<file path="src/rtl/fetch_stage_pkg.sv">
// Shared constants for the instruction fetch stage.
// Widths here are the 32-bit defaults; users cast them to their own widths.
package fetch_stage_pkg;

    localparam logic [31:0] RESET_PC_DEF = 32'h0000_0000;
    localparam logic [31:0] BUBBLE       = 32'h0000_0000;
    localparam logic [31:0] PC_INC       = 32'h0000_0004;

endpackage

</file>
<file path="src/rtl/fetch_stage_if.sv">
// Bundle of the instruction-memory, control-flow and decode-side signals of the fetch stage.
// The master modport is the fetch stage itself; slave is the surrounding pipeline/memory.
interface fetch_stage_if #(
    parameter int unsigned W_AA_INSTR = 32,
    parameter int unsigned W_AD_INSTR = 32
);

    logic [W_AA_INSTR-1:0] IMO_AA_addr;
    logic                  IMO_PV_req;
    logic                  IMI_PV_gnt;
    logic                  IMI_PV_rvalid;
    logic [W_AD_INSTR-1:0] IMI_AD_data;
    logic                  CFI_PC_redirect;
    logic [W_AA_INSTR-1:0] CFI_AA_target;
    logic                  CFI_PC_stall;
    logic [W_AD_INSTR-1:0] DFO_AD_instr;
    logic [W_AA_INSTR-1:0] DFO_AA_pc;
    logic [W_AA_INSTR-1:0] DFO_AA_spec;
    logic                  CFO_PC_clear;

    modport master (
        output IMO_AA_addr, IMO_PV_req,
        input  IMI_PV_gnt, IMI_PV_rvalid, IMI_AD_data,
        input  CFI_PC_redirect, CFI_AA_target, CFI_PC_stall,
        output DFO_AD_instr, DFO_AA_pc, DFO_AA_spec, CFO_PC_clear
    );

    modport slave (
        input  IMO_AA_addr, IMO_PV_req,
        output IMI_PV_gnt, IMI_PV_rvalid, IMI_AD_data,
        output CFI_PC_redirect, CFI_AA_target, CFI_PC_stall,
        input  DFO_AD_instr, DFO_AA_pc, DFO_AA_spec, CFO_PC_clear
    );

endinterface

</file>
<file path="src/rtl/fetch_stage_checker.sv">
// Protocol and bookkeeping assertions for the fetch stage; no logic, simulation only.
module fetch_stage_checker #(
    parameter int unsigned CW = 3
) (
    input logic          clk,
    input logic          rst_n,
    input logic          rvalid,
    input logic [CW-1:0] out_cnt,
    input logic [CW-1:0] drop_cnt,
    input logic [CW-1:0] pcq_cnt
);

    a_rsp_has_request: assert property (@(posedge clk) disable iff (!rst_n)
        rvalid |-> (out_cnt != {CW{1'b0}}));

    a_drop_bounded: assert property (@(posedge clk) disable iff (!rst_n)
        drop_cnt <= out_cnt);

    // Every in-flight request that will be kept owns exactly one PC FIFO slot.
    a_pc_fifo_tracks: assert property (@(posedge clk) disable iff (!rst_n)
        pcq_cnt == (out_cnt - drop_cnt));

endmodule

</file>
<file path="src/rtl/fetch_stage_fetch_queue.sv">
// Small synchronous FIFO with a flush input; head_data is the raw head slot and is
// only meaningful while count is non-zero. DEPTH must be a power of two.
module fetch_queue #(
    parameter int unsigned WIDTH = 32,
    parameter int unsigned DEPTH = 4
) (
    input  logic                       clk,
    input  logic                       rst_n,
    input  logic                       flush,
    input  logic                       push,
    input  logic [WIDTH-1:0]           push_data,
    input  logic                       pop,
    output logic [WIDTH-1:0]           head_data,
    output logic [$clog2(DEPTH+1)-1:0] count
);

    localparam int unsigned PW = $clog2(DEPTH);
    localparam int unsigned CW = $clog2(DEPTH + 1);

    logic [WIDTH-1:0] mem_r [DEPTH];
    logic [PW-1:0]    rd_ptr_r;
    logic [PW-1:0]    wr_ptr_r;
    logic [CW-1:0]    count_r;
    logic             do_push_s;
    logic             do_pop_s;

    assign do_push_s = push && (count_r != CW'(DEPTH));
    assign do_pop_s  = pop && (count_r != {CW{1'b0}});
    assign head_data = mem_r[rd_ptr_r];
    assign count     = count_r;

    // Storage, pointers and occupancy; flush empties without touching the storage.
    always_ff @(posedge clk or negedge rst_n) begin
        if (!rst_n) begin
            rd_ptr_r <= {PW{1'b0}};
            wr_ptr_r <= {PW{1'b0}};
            count_r  <= {CW{1'b0}};
            for (int unsigned i = 0; i < DEPTH; i++) begin
                mem_r[i] <= {WIDTH{1'b0}};
            end
        end else if (flush) begin
            rd_ptr_r <= {PW{1'b0}};
            wr_ptr_r <= {PW{1'b0}};
            count_r  <= {CW{1'b0}};
        end else begin
            if (do_push_s) begin
                mem_r[wr_ptr_r] <= push_data;
                wr_ptr_r        <= wr_ptr_r + PW'(1'b1);
            end
            if (do_pop_s) begin
                rd_ptr_r <= rd_ptr_r + PW'(1'b1);
            end
            count_r <= count_r + CW'(do_push_s) - CW'(do_pop_s);
        end
    end

endmodule

</file>
<file path="src/rtl/fetch_stage.sv">
// Instruction fetch stage: PC generation, in-order memory requests, a fetch queue of
// {instr, pc, pc+4} entries, and redirect handling that discards stale responses.
module fetch_stage
    import fetch_stage_pkg::*;
#(
    parameter int unsigned           W_AA_INSTR = 32,
    parameter int unsigned           W_AD_INSTR = 32,
    parameter logic [W_AA_INSTR-1:0] RESET_PC   = W_AA_INSTR'(RESET_PC_DEF),
    parameter int unsigned           FQ_DEPTH   = 4
) (
    input logic           clk,
    input logic           rst_n,
    fetch_stage_if.master bus
);

    localparam int unsigned           CW        = $clog2(FQ_DEPTH + 1);
    localparam int unsigned           EW        = W_AD_INSTR + 2 * W_AA_INSTR;
    localparam logic [W_AA_INSTR-1:0] INC       = W_AA_INSTR'(PC_INC);
    localparam logic [CW:0]           DEPTH_EXT = (CW + 1)'(FQ_DEPTH);

    logic [W_AA_INSTR-1:0] pc_r;
    logic [CW-1:0]         out_r;
    logic [CW-1:0]         drop_r;
    logic [CW-1:0]         occ_s;
    logic [CW-1:0]         pcq_cnt_s;
    logic [W_AA_INSTR-1:0] pcq_head_s;
    logic [EW-1:0]         iq_head_s;
    logic [EW-1:0]         iq_push_data_s;
    logic [CW:0]           pending_s;
    logic                  empty_s;
    logic                  req_s;
    logic                  grant_s;
    logic                  rsp_s;
    logic                  drop_hit_s;
    logic                  keep_s;
    logic                  pop_s;

    assign pending_s  = {1'b0, occ_s} + {1'b0, out_r};
    assign empty_s    = (occ_s == {CW{1'b0}});
    // Holding back requests whenever occ+out reaches the depth reserves a queue slot for every word in flight.
    assign req_s      = !bus.CFI_PC_redirect && (pending_s < DEPTH_EXT);
    assign grant_s    = req_s && bus.IMI_PV_gnt;
    assign rsp_s      = bus.IMI_PV_rvalid && (out_r != {CW{1'b0}});
    assign drop_hit_s = rsp_s && (drop_r != {CW{1'b0}});
    assign keep_s     = rsp_s && (drop_r == {CW{1'b0}}) && !bus.CFI_PC_redirect;
    assign pop_s      = !bus.CFI_PC_stall && !empty_s && !bus.CFI_PC_redirect;

    assign iq_push_data_s = {bus.IMI_AD_data, pcq_head_s, pcq_head_s + INC};

    assign bus.IMO_AA_addr  = pc_r;
    assign bus.IMO_PV_req   = req_s;
    assign bus.CFO_PC_clear = empty_s || bus.CFI_PC_redirect;
    assign bus.DFO_AD_instr = empty_s ? W_AD_INSTR'(BUBBLE) : iq_head_s[EW-1 -: W_AD_INSTR];
    assign bus.DFO_AA_pc    = empty_s ? W_AA_INSTR'(BUBBLE) : iq_head_s[2*W_AA_INSTR-1 -: W_AA_INSTR];
    assign bus.DFO_AA_spec  = empty_s ? W_AA_INSTR'(BUBBLE) : iq_head_s[W_AA_INSTR-1:0];

    // Fetch PC, in-flight count and count of stale responses still to be discarded.
    always_ff @(posedge clk or negedge rst_n) begin
        if (!rst_n) begin
            pc_r   <= RESET_PC;
            out_r  <= {CW{1'b0}};
            drop_r <= {CW{1'b0}};
        end else if (bus.CFI_PC_redirect) begin
            pc_r   <= bus.CFI_AA_target;
            out_r  <= out_r - CW'(rsp_s);
            drop_r <= out_r - CW'(rsp_s);
        end else begin
            if (grant_s) begin
                pc_r <= pc_r + INC;
            end
            out_r  <= out_r + CW'(grant_s) - CW'(rsp_s);
            drop_r <= drop_r - CW'(drop_hit_s);
        end
    end

    // Stale entries were flushed at redirect, so only kept responses consume a PC slot.
    fetch_queue #(
        .WIDTH (W_AA_INSTR),
        .DEPTH (FQ_DEPTH)
    ) u_pc_fifo (
        .clk       (clk),
        .rst_n     (rst_n),
        .flush     (bus.CFI_PC_redirect),
        .push      (grant_s),
        .push_data (pc_r),
        .pop       (keep_s),
        .head_data (pcq_head_s),
        .count     (pcq_cnt_s)
    );

    fetch_queue #(
        .WIDTH (EW),
        .DEPTH (FQ_DEPTH)
    ) u_instr_queue (
        .clk       (clk),
        .rst_n     (rst_n),
        .flush     (bus.CFI_PC_redirect),
        .push      (keep_s),
        .push_data (iq_push_data_s),
        .pop       (pop_s),
        .head_data (iq_head_s),
        .count     (occ_s)
    );

    fetch_stage_checker #(
        .CW (CW)
    ) u_checker (
        .clk      (clk),
        .rst_n    (rst_n),
        .rvalid   (bus.IMI_PV_rvalid),
        .out_cnt  (out_r),
        .drop_cnt (drop_r),
        .pcq_cnt  (pcq_cnt_s)
    );

endmodule

</file>
<file path="src/flat_wrapper.sv">
// flat-port wrapper written by rule: the top's interface ports become plain ports
module fetch_stage_flat import fetch_stage_pkg::*;
#(
    parameter int unsigned           W_AA_INSTR = 32,
    parameter int unsigned           W_AD_INSTR = 32,
    parameter logic [W_AA_INSTR-1:0] RESET_PC   = W_AA_INSTR'(RESET_PC_DEF),
    parameter int unsigned           FQ_DEPTH   = 4
)
  (clk, rst_n, bus_IMO_AA_addr, bus_IMO_PV_req, bus_IMI_PV_gnt, bus_IMI_PV_rvalid, bus_IMI_AD_data, bus_CFI_PC_redirect, bus_CFI_AA_target, bus_CFI_PC_stall, bus_DFO_AD_instr, bus_DFO_AA_pc, bus_DFO_AA_spec, bus_CFO_PC_clear);
  fetch_stage_if #(.W_AA_INSTR(W_AA_INSTR), .W_AD_INSTR(W_AD_INSTR)) bus_i ();
  input logic clk;
  input logic rst_n;
  output wire logic [$bits(bus_i.IMO_AA_addr)-1:0] bus_IMO_AA_addr;
  output wire logic [$bits(bus_i.IMO_PV_req)-1:0] bus_IMO_PV_req;
  input wire logic [$bits(bus_i.IMI_PV_gnt)-1:0] bus_IMI_PV_gnt;
  input wire logic [$bits(bus_i.IMI_PV_rvalid)-1:0] bus_IMI_PV_rvalid;
  input wire logic [$bits(bus_i.IMI_AD_data)-1:0] bus_IMI_AD_data;
  input wire logic [$bits(bus_i.CFI_PC_redirect)-1:0] bus_CFI_PC_redirect;
  input wire logic [$bits(bus_i.CFI_AA_target)-1:0] bus_CFI_AA_target;
  input wire logic [$bits(bus_i.CFI_PC_stall)-1:0] bus_CFI_PC_stall;
  output wire logic [$bits(bus_i.DFO_AD_instr)-1:0] bus_DFO_AD_instr;
  output wire logic [$bits(bus_i.DFO_AA_pc)-1:0] bus_DFO_AA_pc;
  output wire logic [$bits(bus_i.DFO_AA_spec)-1:0] bus_DFO_AA_spec;
  output wire logic [$bits(bus_i.CFO_PC_clear)-1:0] bus_CFO_PC_clear;
  assign bus_IMO_AA_addr = bus_i.IMO_AA_addr;
  assign bus_IMO_PV_req = bus_i.IMO_PV_req;
  assign bus_i.IMI_PV_gnt = bus_IMI_PV_gnt;
  assign bus_i.IMI_PV_rvalid = bus_IMI_PV_rvalid;
  assign bus_i.IMI_AD_data = bus_IMI_AD_data;
  assign bus_i.CFI_PC_redirect = bus_CFI_PC_redirect;
  assign bus_i.CFI_AA_target = bus_CFI_AA_target;
  assign bus_i.CFI_PC_stall = bus_CFI_PC_stall;
  assign bus_DFO_AD_instr = bus_i.DFO_AD_instr;
  assign bus_DFO_AA_pc = bus_i.DFO_AA_pc;
  assign bus_DFO_AA_spec = bus_i.DFO_AA_spec;
  assign bus_CFO_PC_clear = bus_i.CFO_PC_clear;
  fetch_stage #(.W_AA_INSTR(W_AA_INSTR), .W_AD_INSTR(W_AD_INSTR), .RESET_PC(RESET_PC), .FQ_DEPTH(FQ_DEPTH)) u_core (.clk(clk), .rst_n(rst_n), .bus(bus_i));
endmodule
</file>
<file path="config.mk">
export PLATFORM = sky130hd
export DESIGN_NAME = fetch_stage_flat
export DESIGN_NICKNAME = d
export VERILOG_FILES = /design/src/rtl/fetch_stage_pkg.sv /design/src/rtl/fetch_stage_if.sv /design/src/rtl/fetch_stage_checker.sv /design/src/rtl/fetch_stage_fetch_queue.sv /design/src/rtl/fetch_stage.sv /design/src/flat_wrapper.sv
export SDC_FILE = /design/constraint.sdc
export NUM_CORES = 1
export LEC_CHECK = 0
export CORE_MARGIN = 1.5
export CORE_UTILIZATION = 58
export CTS_BUF_LIST = sky130_fd_sc_hd__clkbuf_4 sky130_fd_sc_hd__clkbuf_8
export DETAILED_ROUTE_END_ITERATION = 10
export PLACE_DENSITY = 0.79
export SYNTH_ARGS = -nofsm -noshare
export SYNTH_HDL_FRONTEND = slang
export SYNTH_SLANG_ARGS = --single-unit
</file>
<file path="constraint.sdc">
create_clock -name clk -period 3.1 [get_ports clk]
set_clock_uncertainty 0.1 [all_clocks]
set_input_delay 0.62 -clock clk [delete_from_list [all_inputs] [get_ports clk]]
set_output_delay 0.62 -clock clk [all_outputs]
set_load 0.02 [all_outputs]
</file>
# After elaboration in Yosys (flattened, before gate mapping)
# Cells that the tools add are included.
[totals] latchBits=0 mem_bits_ro=0 ramBits=0 out_inout_bits=130 ff_bits=564 inputBits=70 mem_count=0 word_cells=106
[op_classes] div=0 multipliers=0 n_reduce_logical=31 n_lt_le_gt_ge=7 add_sub_neg=15 n_mux=29 bitwise_logic=5 n_shift=0 eq_ne=2
[op_table] cell="bitwise mux 384 bit" n=1
[op_table] cell="2-to-1 mux 96 bit" n=3
[op_table] cell="2-to-1 mux 32 bit" n=8
[op_table] cell="binary-select mux 96 bit (select 2 bit)" n=1
[op_table] cell="demux 96 bit (select 2 bit)" n=1
[op_table] cell="bitwise mux 128 bit" n=1
[op_table] cell="adder 32 x 3 -> 32 bit, second input constant" n=2
[op_table] cell="binary-select mux 32 bit (select 2 bit)" n=1
[op_table] cell="demux 32 bit (select 2 bit)" n=1
[op_table] cell="2-to-1 mux 2 bit" n=8
[op_table] cell="subtractor 3 x 1 -> 3 bit" n=5
[op_table] cell="logical AND 1 bit" n=14
[op_table] cell=">= comparator 3 bit, second input constant" n=4
[op_table] cell="2-to-1 mux 3 bit" n=4
[op_table] cell="inverter 2 -> 3 bit" n=4
[op_table] cell="nonzero test 3 bit" n=4
[op_table] cell="nonzero test 2 bit" n=5
[op_table] cell="adder 3 x 1 -> 3 bit" n=3
[op_table] cell="adder 2 x 1 -> 2 bit, second input constant" n=4
[op_table] cell="zero test 3 bit" n=2
[op_table] cell="less-than comparator 3 x 1 -> 1 bit, second input constant" n=2
[op_table] cell="inequality test 3 bit, second input constant" n=2
[op_table] cell="adder 3 x 3 -> 4 bit" n=1
[op_table] cell="less-than comparator 4 x 3 -> 1 bit, second input constant" n=1
[op_table] cell="4 further kinds" n=7

# Longest topological paths before layout
# Gate-level depths: netlist (run 1).
[logic_depth] depth_word=8 depth_mapped=13 depth_no_buf=12

# Hierarchy
# A second synthesis (run 1) with hierarchy kept.
[hier_totals] hier_cells=1797 hier_area_um2=27984.3
[by_module_without_submodules] module="fetch_queue (u_core.u_instr_queue)" seq_area_each_um2=9784.4 area_each_um2=17772.0 cells_each=974 n_inst=1
[by_module_without_submodules] module="fetch_queue (u_core.u_pc_fifo)" seq_area_each_um2=3378.2 area_each_um2=6610.1 cells_each=356 n_inst=1
[by_module_without_submodules] module="fetch_stage" seq_area_each_um2=950.9 area_each_um2=3602.2 cells_each=467 n_inst=1

# Worst setup path after synthesis (run 1)
# Ideal clock, no wire load.
[synth_timing] kind="input port to flip-flop" startpoint="input port bus_CFI_PC_redirect" endpoint="register u_core.u_instr_queue.count_r[2], in the netlist u_core.u_instr_queue.count[2]" path_buffers=2 setup_ps=132 path_stages=13 path_slack_ps=209 arrival_time_ps=2659 t_required_ps=2868 cell_sequence="clkbuf_1 > nor4_1 > nand2_1 > a21oi_1 > clkbuf_1 > inv_1 > ha_1 > inv_1 > ha_1 > inv_1 > fa_1 > xnor2_1 > nor2_1"
[synth_between] elab_chain_len=6 elab_cells_between_ends=8 classes_between="2 x add/sub; 1 x mux; 5 x reduce/logical"
[synth_rtl] element="from (decl)" line="flat_wrapper.sv:18" rtl="input wire logic [$bits(bus_i.CFI_PC_redirect)-1:0] bus_CFI_PC_redirect;"
[synth_rtl] element="zero test 1 bit" line="fetch_stage.sv:45, fetch_stage.sv:46"
[synth_rtl] element="logical AND 1 bit" line="fetch_stage.sv:45" rtl="assign keep_s = rsp_s && (drop_r == {CW{1'b0}}) && !bus.CFI_PC_redirect;"
[synth_rtl] element="logical AND 1 bit" line="fetch_stage_fetch_queue.sv:27" rtl="assign do_push_s = push && (count_r != CW'(DEPTH));"
[synth_rtl] element="adder 3 x 1 -> 3 bit" line="fetch_stage_fetch_queue.sv:53" rtl="count_r <= count_r + CW'(do_push_s) - CW'(do_pop_s);"
[synth_rtl] element="subtractor 3 x 1 -> 3 bit" line="fetch_stage_fetch_queue.sv:53"
[synth_rtl] element="2-to-1 mux 3 bit *" line="fetch_stage_fetch_queue.sv:41" rtl="end else if (flush) begin"
[synth_rtl] element="to (signal assigned)" line="fetch_stage_fetch_queue.sv:37" rtl="count_r <= {CW{1'b0}};"
[synth_rtl] element="to (signal assigned)" line="fetch_stage_fetch_queue.sv:44" rtl="count_r <= {CW{1'b0}};"
[synth_rtl] element="to (signal assigned)" line="fetch_stage_fetch_queue.sv:53"
[synth_rtl] element="to (decl)" line="fetch_stage_fetch_queue.sv:23" rtl="logic [CW-1:0] count_r;"
# Every way passes the cells marked *; elsewhere a longest branch is shown, timed or not.
# A chain may end at the register's enable or synchronous reset.

# Final worst setup path (run 1)
[layout_timing] startpoint="register u_core.u_instr_queue.rd_ptr_r[0]" endpoint="output port bus_DFO_AA_spec[4]"
[layout_between] elab_chain_len=5
[layout_rtl] element="from (decl)" line="fetch_stage_fetch_queue.sv:21" rtl="logic [PW-1:0] rd_ptr_r;"
[layout_rtl] element="from (signal assigned)" line="fetch_stage_fetch_queue.sv:35" rtl="rd_ptr_r <= {PW{1'b0}};"
[layout_rtl] element="from (signal assigned)" line="fetch_stage_fetch_queue.sv:42" rtl="rd_ptr_r <= {PW{1'b0}};"
[layout_rtl] element="from (signal assigned)" line="fetch_stage_fetch_queue.sv:51" rtl="rd_ptr_r <= rd_ptr_r + PW'(1'b1);"
[layout_rtl] element="inverter 2 -> 3 bit (implied by the code)" line="fetch_stage_fetch_queue.sv:29" rtl="assign head_data = mem_r[rd_ptr_r];"
[layout_rtl] element="binary-select mux 96 bit (select 2 bit)" line="fetch_stage_fetch_queue.sv:29"
[layout_rtl] element="2-to-1 mux 96 bit (implied by the code) (2 in a row)" line="fetch_stage_fetch_queue.sv:29"
[layout_rtl] element="2-to-1 mux 32 bit" line="fetch_stage.sv:55" rtl="assign bus.DFO_AA_spec = empty_s ? W_AA_INSTR'(BUBBLE) : iq_head_s[W_AA_INSTR-1:0];"
[layout_rtl] element="to (decl)" line="flat_wrapper.sv:23" rtl="output wire logic [$bits(bus_i.DFO_AA_spec)-1:0] bus_DFO_AA_spec;"
# Every way passes these cells. The select of a mux whose other input is x is not followed.

==> results.json, run 1 <==
{
  "drt-initial-drc-count": 1826,
  "grt_pass1_vias": 20351,
  "instances_no_fill": 3344,
  "hold_start": "u_core.u_instr_queue.mem_r[36]",
  "powerDensity_nw_per_um2": 810,
  "placed_cells": 3158,
  "fmax_mhz": 317,
  "track_usage_pct": 29.9,
  "multi_input_area_um2": 11300,
  "die_area_um2": 45800,
  "finalSetupViolCount": 4,
  "yosysSeqAreaShare_pct": 53.8,
  "cts_sinks": 556,
  "drv_slew": 0,
  "required_ns": 2.38,
  "endpoint": "bus_DFO_AA_spec[4]",
  "via_per_inst": 5.86,
  "p_clk_share_pct": 27.0,
  "ys_ff_latch": 556,
  "dp_hpwl_mm": 41.2,
  "hold_class": "reg2reg",
  "wl_per_cell_um": 20.0,
  "areaGrowthSynthToFinish_pct": 20.2,
  "ys_async_sr_fraction_pct": 100,
  "dieWidth_um": 214,
  "p_seq_share_pct": 38.8,
  "slew_headroom_pct": 30.8,
  "ir_drop_v": 0.000596,
  "r2r-start": "u_core.u_pc_fifo.rd_ptr_r[1]",
  "vias": 19588,
  "die_h_um": 214,
  "cp-startpoint": "u_core.u_instr_queue.rd_ptr_r[0]",
  "path_max_fanout": 6,
  "rsz0062_at_grt": "true",
  "endpoint_kind": "output pin",
  "layout.nets": 2775,
  "start_util_pct": 58.6,
  "swShare_pct": 33.9,
  "ff2ff_setup_slack_ns": 0.18,
  "tritoncts": "built",
  "synth.top_cell.area_share_pct": 53.8,
  "critPathMaxStageDelay_ns": 0.51,
  "synthCells": 2449,
  "synth_common_cells": "nand2_1, dfrtp_1, o21ai_0, clkbuf_1, mux2_2",
  "htreeDepth": 3,
  "grt_overflow_total": 0,
  "syn_nets": 2544,
  "port_buffers": 199,
  "ff_latch_area_um2": 13900,
  "total_power_w": 0.0252,
  "synth_cell_types": 53,
  "place.gp.congestion": 0.879,
  "fillers": 3115,
  "cts_buffer_depth": 3,
  "root_buffer": "clkbuf_8",
  "synthFlopType": "dfrtp_1",
  "rr_worst_depth": 7,
  "ys_top_cells_by_area": "dfrtp_1, nand2_1, mux4_2, mux2_2, o21ai_0",
  "maxCapViolCount": 0,
  "synth.most_common_cell": "nand2_1",
  "setup_ws_ns": -0.0593,
  "path_class": "reg2out",
  "synth_edf_count": 0,
  "period_share_pct": 102,
  "switchingPower_w": 0.00853,
  "reg2reg_to": "u_core.u_instr_queue.mem_r[26]",
  "drc": 0,
  "clkTransAtPathRegs_ns": 0.06,
  "drtAntennaViolNets": 0,
  "num_rows": 77,
  "first_pass_iters": 5,
  "status": "finished with violations",
  "leakage_nw": 15.0,
  "violations": "negative setup slack",
  "crit_chain": "buf_8 -> buf_4 -> buf_12 -> buf_6 -> mux4_2 -> nor2b_4 -> buf_6",
  "cts_buffers": 91,
  "slowest_stage": "dfrtp_4",
  "path_buf_inv": 5,
  "synth_largest_area_cell": "dfrtp_1",
  "layout-drive-gt1-share_pct": 24.0,
  "crit_arrival_ns": 2.44,
  "worstSkewPairLatency_ns": 0.68,
  "avgSynthCellArea_um2": 10.6,
  "p_int_w": 0.0166,
  "num_io_pins": 200,
  "worst_slew_pin_slew_ns": 1.03,
  "grt_max_degree": 87,
  "p_comb_share_pct": 34.2,
  "antenna_found_initial": 1,
  "drt-total-wl_mm": 67.0,
  "hold_viol": 0,
  "cp.depth": 7,
  "syn_area_um2": 25800,
  "critPathTopFamily": "buffers and inverters",
  "core_area_um2": 44100,
  "yosys_warnings": 0,
  "grt_pass1_wl_mm": 109,
  "finalWorstPathRequiredPeriod_ns": 3.16,
  "crit_top_cell": "buf_6",
  "timing.hold.ws_ns": 0.371,
  "crit_path_start_kind": "flop"
}
## per-layer routing
layer	part of all wire [%]	routed length [um]	track usage (%)	vias to the layer above
met5	0	0	0	-
met4	2.7	1840	11.1	0
met3	7.4	4940	6.34	149
met2	49	32700	48.5	838
met1	41	27600	40.1	9913
li1	-	-	-	8688
## power groups by stage
| stage | clock network, W | registers (W) | logic, W |
|---|---|---|---|
| final | 0.00680 | 0.00977 | 0.00861 |
| after global routing | 0.00724 | 0.00994 | 0.00924 |
| after CTS | 0.00690 | 0.00973 | 0.00861 |
| after detailed placement | 0 | 0.00987 | 0.00807 |
| after global placement | 0 | 0.00973 | 0.00785 |
| after floorplan | 0 | 0.00951 | 0.00515 |
## worst min-delay path: cells and delay by family, from the launching register on
family	cells	cell delay (ns)
flops	1	0.34
simple gates	2	0.10
## sequential cells by signal, summed over array words and instances, names as in the netlist
signal and flops:
u_core.bus.IMO_AA_addr 32, u_core.drop_r 3, u_core.out_r 3, u_core.u_instr_queue.count 3, u_core.u_instr_queue.mem_r 376, u_core.u_instr_queue.rd_ptr_r 2, u_core.u_instr_queue.wr_ptr_r 2, u_core.u_pc_fifo.count 3
u_core.u_pc_fifo.mem_r 128, u_core.u_pc_fifo.rd_ptr_r 2, u_core.u_pc_fifo.wr_ptr_r 2
## layout by cell type (no fill, tap or decap), types with 11 or more instances in the layout
cell / netlist / routed
a21oi_1: 17 / 17
nand2_1: 915 / 911
xor2_1: 14 / 14
o21ai_1: 12 / 12
nor2b_1: 96 / 70
nor2b_4: 0 / 23
nor3_1: 17 / 16
clkbuf_8: 0 / 113
clkbuf_4: 0 / 36
inv_1: 30 / 30
ha_1: 22 / 22
xnor2_1: 28 / 28
buf_6: 7 / 34
mux4_2: 118 / 118
dfrtp_1: 556 / 553
buf_4: 8 / 79
buf_12: 1 / 32
mux2i_1: 11 / 11
nand4_1: 14 / 14
mux2_2: 122 / 122
buf_2: 6 / 51
clkdlybuf4s50_1: 0 / 100
nand3_1: 20 / 20
nor2_1: 35 / 35
o21ai_0: 161 / 161
## what timing repair did
action | in CTS | in global routing
hold endpoints to repair | 62 | 0
setup endpoints to repair | 97 | 87
gates cloned | 7 | 1
hold buffers | 1 | 0
resized for setup | 439 | 89
setup buffers | 19 | 4
pin swaps | 0 | 0
## final cells by class
class	instances	share of cell area [%]
Timing Repair Buffer	307	9.73
Tap cell	592	2.38
Clock inverter	15	0.459
Inverter	30	0.362
Sequential cell	556	44.8
Multi-Input combinational cell	1694	36.4
Clock buffer	149	5.87
Antenna cell	1	0.00805
## cells by family (layout without fill, tap and decap cells)
family	count (synthesis)	in the layout	synth area share [%]
AND/OR/NAND/NOR	1145	1145	18.7
other	0	1	0
flip-flops	556	556	53.8
AO/OA/AOI/OAI	225	225	4.80
adder cells (fa/ha/maj)	25	25	1.30
XOR/XNOR	42	42	1.42
buffers and inverters	199	501	3.30
multiplexers	257	257	16.6
## metrics by stage
step | setup TNS, ns | util, % | area, um^2 | setup WS [ns]
2_1_floorplan | 0 | - | 25800 | 0.209
5_1_grt | -0.898 | 70.4 | 31100 | -0.124
3_5_place_dp | 0 | 65.6 | 28900 | 0.151
4_1_cts | -1.93 | 70.3 | 31000 | -0.126
6_report | -0.154 | 70.4 | 31100 | -0.0593
3_3_place_gp | 0 | 65.6 | 28900 | 0.184
## worst min-delay path by stage
stage	slack (ns)	depth (start not counted)	end
2_1_floorplan	0.22	0	u_core.bus.IMO_AA_addr[0]
3_3_place_gp	0.35	2	u_core.u_instr_queue.mem_r[140]
5_1_grt	0.37	3	u_core.drop_r[1]
6_report	0.37	2	u_core.u_instr_queue.mem_r[36]
3_5_place_dp	0.36	2	u_core.u_instr_queue.mem_r[82]
4_1_cts	0.34	3	u_core.drop_r[1]
Note: power is estimated with default switching activity, not from simulation.
==> run 2: changes to the inputs <==
--- a/config.mk
+++ b/config.mk
@@ -5,6 +5,7 @@
 export SDC_FILE = /design/constraint.sdc
 export NUM_CORES = 1
 export LEC_CHECK = 0
+export ABC_AREA = 1
 export CORE_MARGIN = 1.5
 export CORE_UTILIZATION = 58
 export CTS_BUF_LIST = sky130_fd_sc_hd__clkbuf_4 sky130_fd_sc_hd__clkbuf_8
@@ -13,3 +14,4 @@
 export SYNTH_ARGS = -nofsm -noshare
 export SYNTH_HDL_FRONTEND = slang
 export SYNTH_SLANG_ARGS = --single-unit
+export TNS_END_PERCENT = 10
==> results.json, run 2 <==
{
  "crit_top_cell": "nor2_1",
  "rr_worst_depth": 13,
  "start_util_pct": 58.5,
  "path_class": "reg2out",
  "areaGrowthSynthToFinish_pct": 18.5,
  "p_comb_share_pct": 42.0,
  "status": "finished with violations",
  "worst_slew_pin_slew_ns": 0.618,
  "die_h_um": 219,
  "synth_edf_count": 0,
  "synth.most_common_cell": "nand2_1",
  "p_seq_share_pct": 35.6,
  "timing.hold.ws_ns": 0.374,
  "rsz0062_at_grt": "true",
  "syn_nets": 3588,
  "hold_class": "reg2reg",
  "root_buffer": "clkbuf_8",
  "num_rows": 79,
  "drtAntennaViolNets": 0,
  "final_common_cell": "nand2_1",
  "slowest_stage": "dfrtp_4",
  "place.gp.congestion": 0.936,
  "die_area_um2": 48000,
  "vias": 25141,
  "drt-initial-drc-count": 3159,
  "worstSkewPairLatency_ns": 0.67,
  "setup-tns-final_ns": -0.0205,
  "ir_drop_v": 0.000566,
  "synth_common_cells": "nand2_1, dfrtp_1, o21ai_0, nor2_1, inv_1",
  "cts_sinks": 556,
  "grt_overflow_total": 0,
  "final_cell_mix": "nand2_1, dfrtp_1, o21ai_0",
  "setup_ws_ns": -0.0205,
  "powerDensity_nw_per_um2": 940,
  "cp.depth": 7,
  "dieWidth_um": 219,
  "synthCells": 3493,
  "violations": "negative setup slack",
  "p_clk_share_pct": 22.4,
  "path_max_fanout": 17,
  "grt_pass1_wl_mm": 128,
  "crit_arrival_ns": 2.40,
  "slew_headroom_pct": 58.8,
  "finalWorstPathRequiredPeriod_ns": 3.12,
  "regMostFlops": "u_core.u_instr_queue.mem_r",
  "ys_async_sr_fraction_pct": 100,
  "cts_buffers": 93,
  "core_area_um2": 46400,
  "switchingPower_w": 0.0125,
  "finalSetupViolCount": 1,
  "ys_top_cells_by_area": "dfrtp_1, nand2_1, o21ai_0, nor2_1, a21oi_1",
  "tritoncts": "built",
  "leakage_nw": 15.5,
  "maxCapViolCount": 0,
  "endpoint_kind": "output pin",
  "swShare_pct": 41.4,
  "antenna_found_initial": 0,
  "drt-total-wl_mm": 80.0,
  "grt_max_degree": 104,
  "dpl_cell_area_um2": 30000,
  "grt_pass1_vias": 24590,
  "crit_path_start_kind": "flop",
  "hold_viol": 0,
  "critPathMaxStageDelay_ns": 0.55,
  "critPathTopFamily": "buffers and inverters",
  "synth_largest_area_cell": "dfrtp_1",
  "crit_chain": "bufbuf_16 -> buf_8 -> nor2_1 -> nor2_1 -> o21ai_0 -> a21oi_1 -> buf_4",
  "clkTransAtPathRegs_ns": 0.06,
  "first_pass_iters": 6,
  "ys_ff_latch": 556,
  "yosysSeqAreaShare_pct": 51.3,
  "htreeDepth": 3,
  "largest_reg_flops": 376,
  "path_buf_inv": 3,
  "yosys_warnings": 0,
  "drc": 0,
  "port_buffers": 199,
  "hold_depth": 2,
  "fin_area_um2": 32100,
  "period_share_pct": 101,
  "avgSynthCellArea_um2": 7.76,
  "layout-drive-gt1-share_pct": 11.4,
  "required_ns": 2.38,
  "track_usage_pct": 33.9,
  "syn_area_um2": 27100,
  "fmax_mhz": 320,
  "cts_buffer_depth": 3,
  "num_io_pins": 200,
  "synthFlopType": "dfrtp_1",
  "via_per_inst": 5.78,
  "wl_per_cell_um": 18.4,
  "p_int_w": 0.0177,
  "dp_hpwl_mm": 49.7,
  "layout.nets": 3767,
  "synth_cell_types": 38,
  "synth.top_cell.area_share_pct": 51.3,
  "drv_slew": 0
}
-- run 2: cell count changes after synthesis, sizes merged, moves of 20 or more --
cell	before	now
o21a	0	67
nand3	22	147
buf	37	125
xnor2	28	8
mux2	122	0
a21oi	17	182
clkbuf	132	104
inv	30	231
nor2	35	306
nor2b	96	0
mux4	124	0
o21ai	173	519
nand2	915	1132
-- run 2: cells by family after synthesis --
logic type	Yosys count	share of synthesized area, %
xor gates and xnor gates	41	1.33
adders and majority gates	25	1.24
and+or+nand+nor	1609	23.3
buffers and inverters	461	7.00
AOI/OAI and AO/OA	801	15.8
DFF	556	51.3
-- run 2: worst min-delay path, delay by kind of cell, from the launching register on --
family	cells	cell delay [ns]
flip-flops	1	0.33
AND/OR/NAND/NOR	2	0.11
-- run 2: layer usage --
metal  up-vias  share of wire (%)  track usage (%)
li1      11562                  -                -
met1     12136                 41             46.2
met2      1257                 46             53.7
met3       186                8.8             5.45
met4         0                3.6             15.5
met5         -                  0                0
-- run 2: cell type report --
class	count	area [um^2]
Inverter	232	888
Clock buffer	148	1820
Timing Repair Buffer	312	3170
Fill cell	3661	14200
Antenna cell	1	2.50
Clock inverter	15	118
Timing Repair inverter	1	11.3
Sequential cell	556	13900
Multi-Input combinational cell	2476	11400
Tap cell	607	759
-- run 2: what timing repair did --
item,CTS,global route
pin swaps,22,22
buffers inserted,7,1
resized for setup,396,78
setup endpoints to repair,97,81
hold buffers,1,0
cloned,6,1
hold endpoints to repair,53,0
-- run 2: power groups by stage --
stage / clock network [W] / registers (W) / logic [W]
floorplan: 0 / 0.0105 / 0.00742
global placement: 0 / 0.0107 / 0.0118
detailed placement: 0 / 0.0108 / 0.0122
CTS: 0.00682 / 0.0107 / 0.0124
global route: 0.00716 / 0.0110 / 0.0138
finish: 0.00676 / 0.0107 / 0.0127
-- run 2: final timing paths --
kind	start	endpoint	slack, ns
worst max-delay path	u_core.u_instr_queue.rd_ptr_r[0]	bus_DFO_AA_pc[11]	-0.02
worst min-delay path	u_core.u_instr_queue.mem_r[87]	u_core.u_instr_queue.mem_r[87]	0.37
worst max register to register	u_core.u_pc_fifo.rd_ptr_r[0]	u_core.u_instr_queue.mem_r[222]	0.29
worst min register to register	u_core.u_instr_queue.mem_r[87]	u_core.u_instr_queue.mem_r[87]	0.37
max in group asynchronous	rst_n	u_core.u_pc_fifo.mem_r[57]	1.60
min in group asynchronous	rst_n	u_core.u_instr_queue.mem_r[361]	0.40
-- run 2: through the flow --
stage | util, % | power (W) | setup WS (ns) | cells
after floorplan | - | 0.0179 | 0.169 | 3493
after global placement | 64.7 | 0.0225 | 0.00998 | 4168
after detailed placement | 64.7 | 0.0230 | -0.0354 | 4168
after CTS | 69.2 | 0.0299 | -0.0910 | 4345
after global routing | 69.3 | 0.0320 | -0.0957 | 4347
final | 69.3 | 0.0302 | -0.0205 | 4348
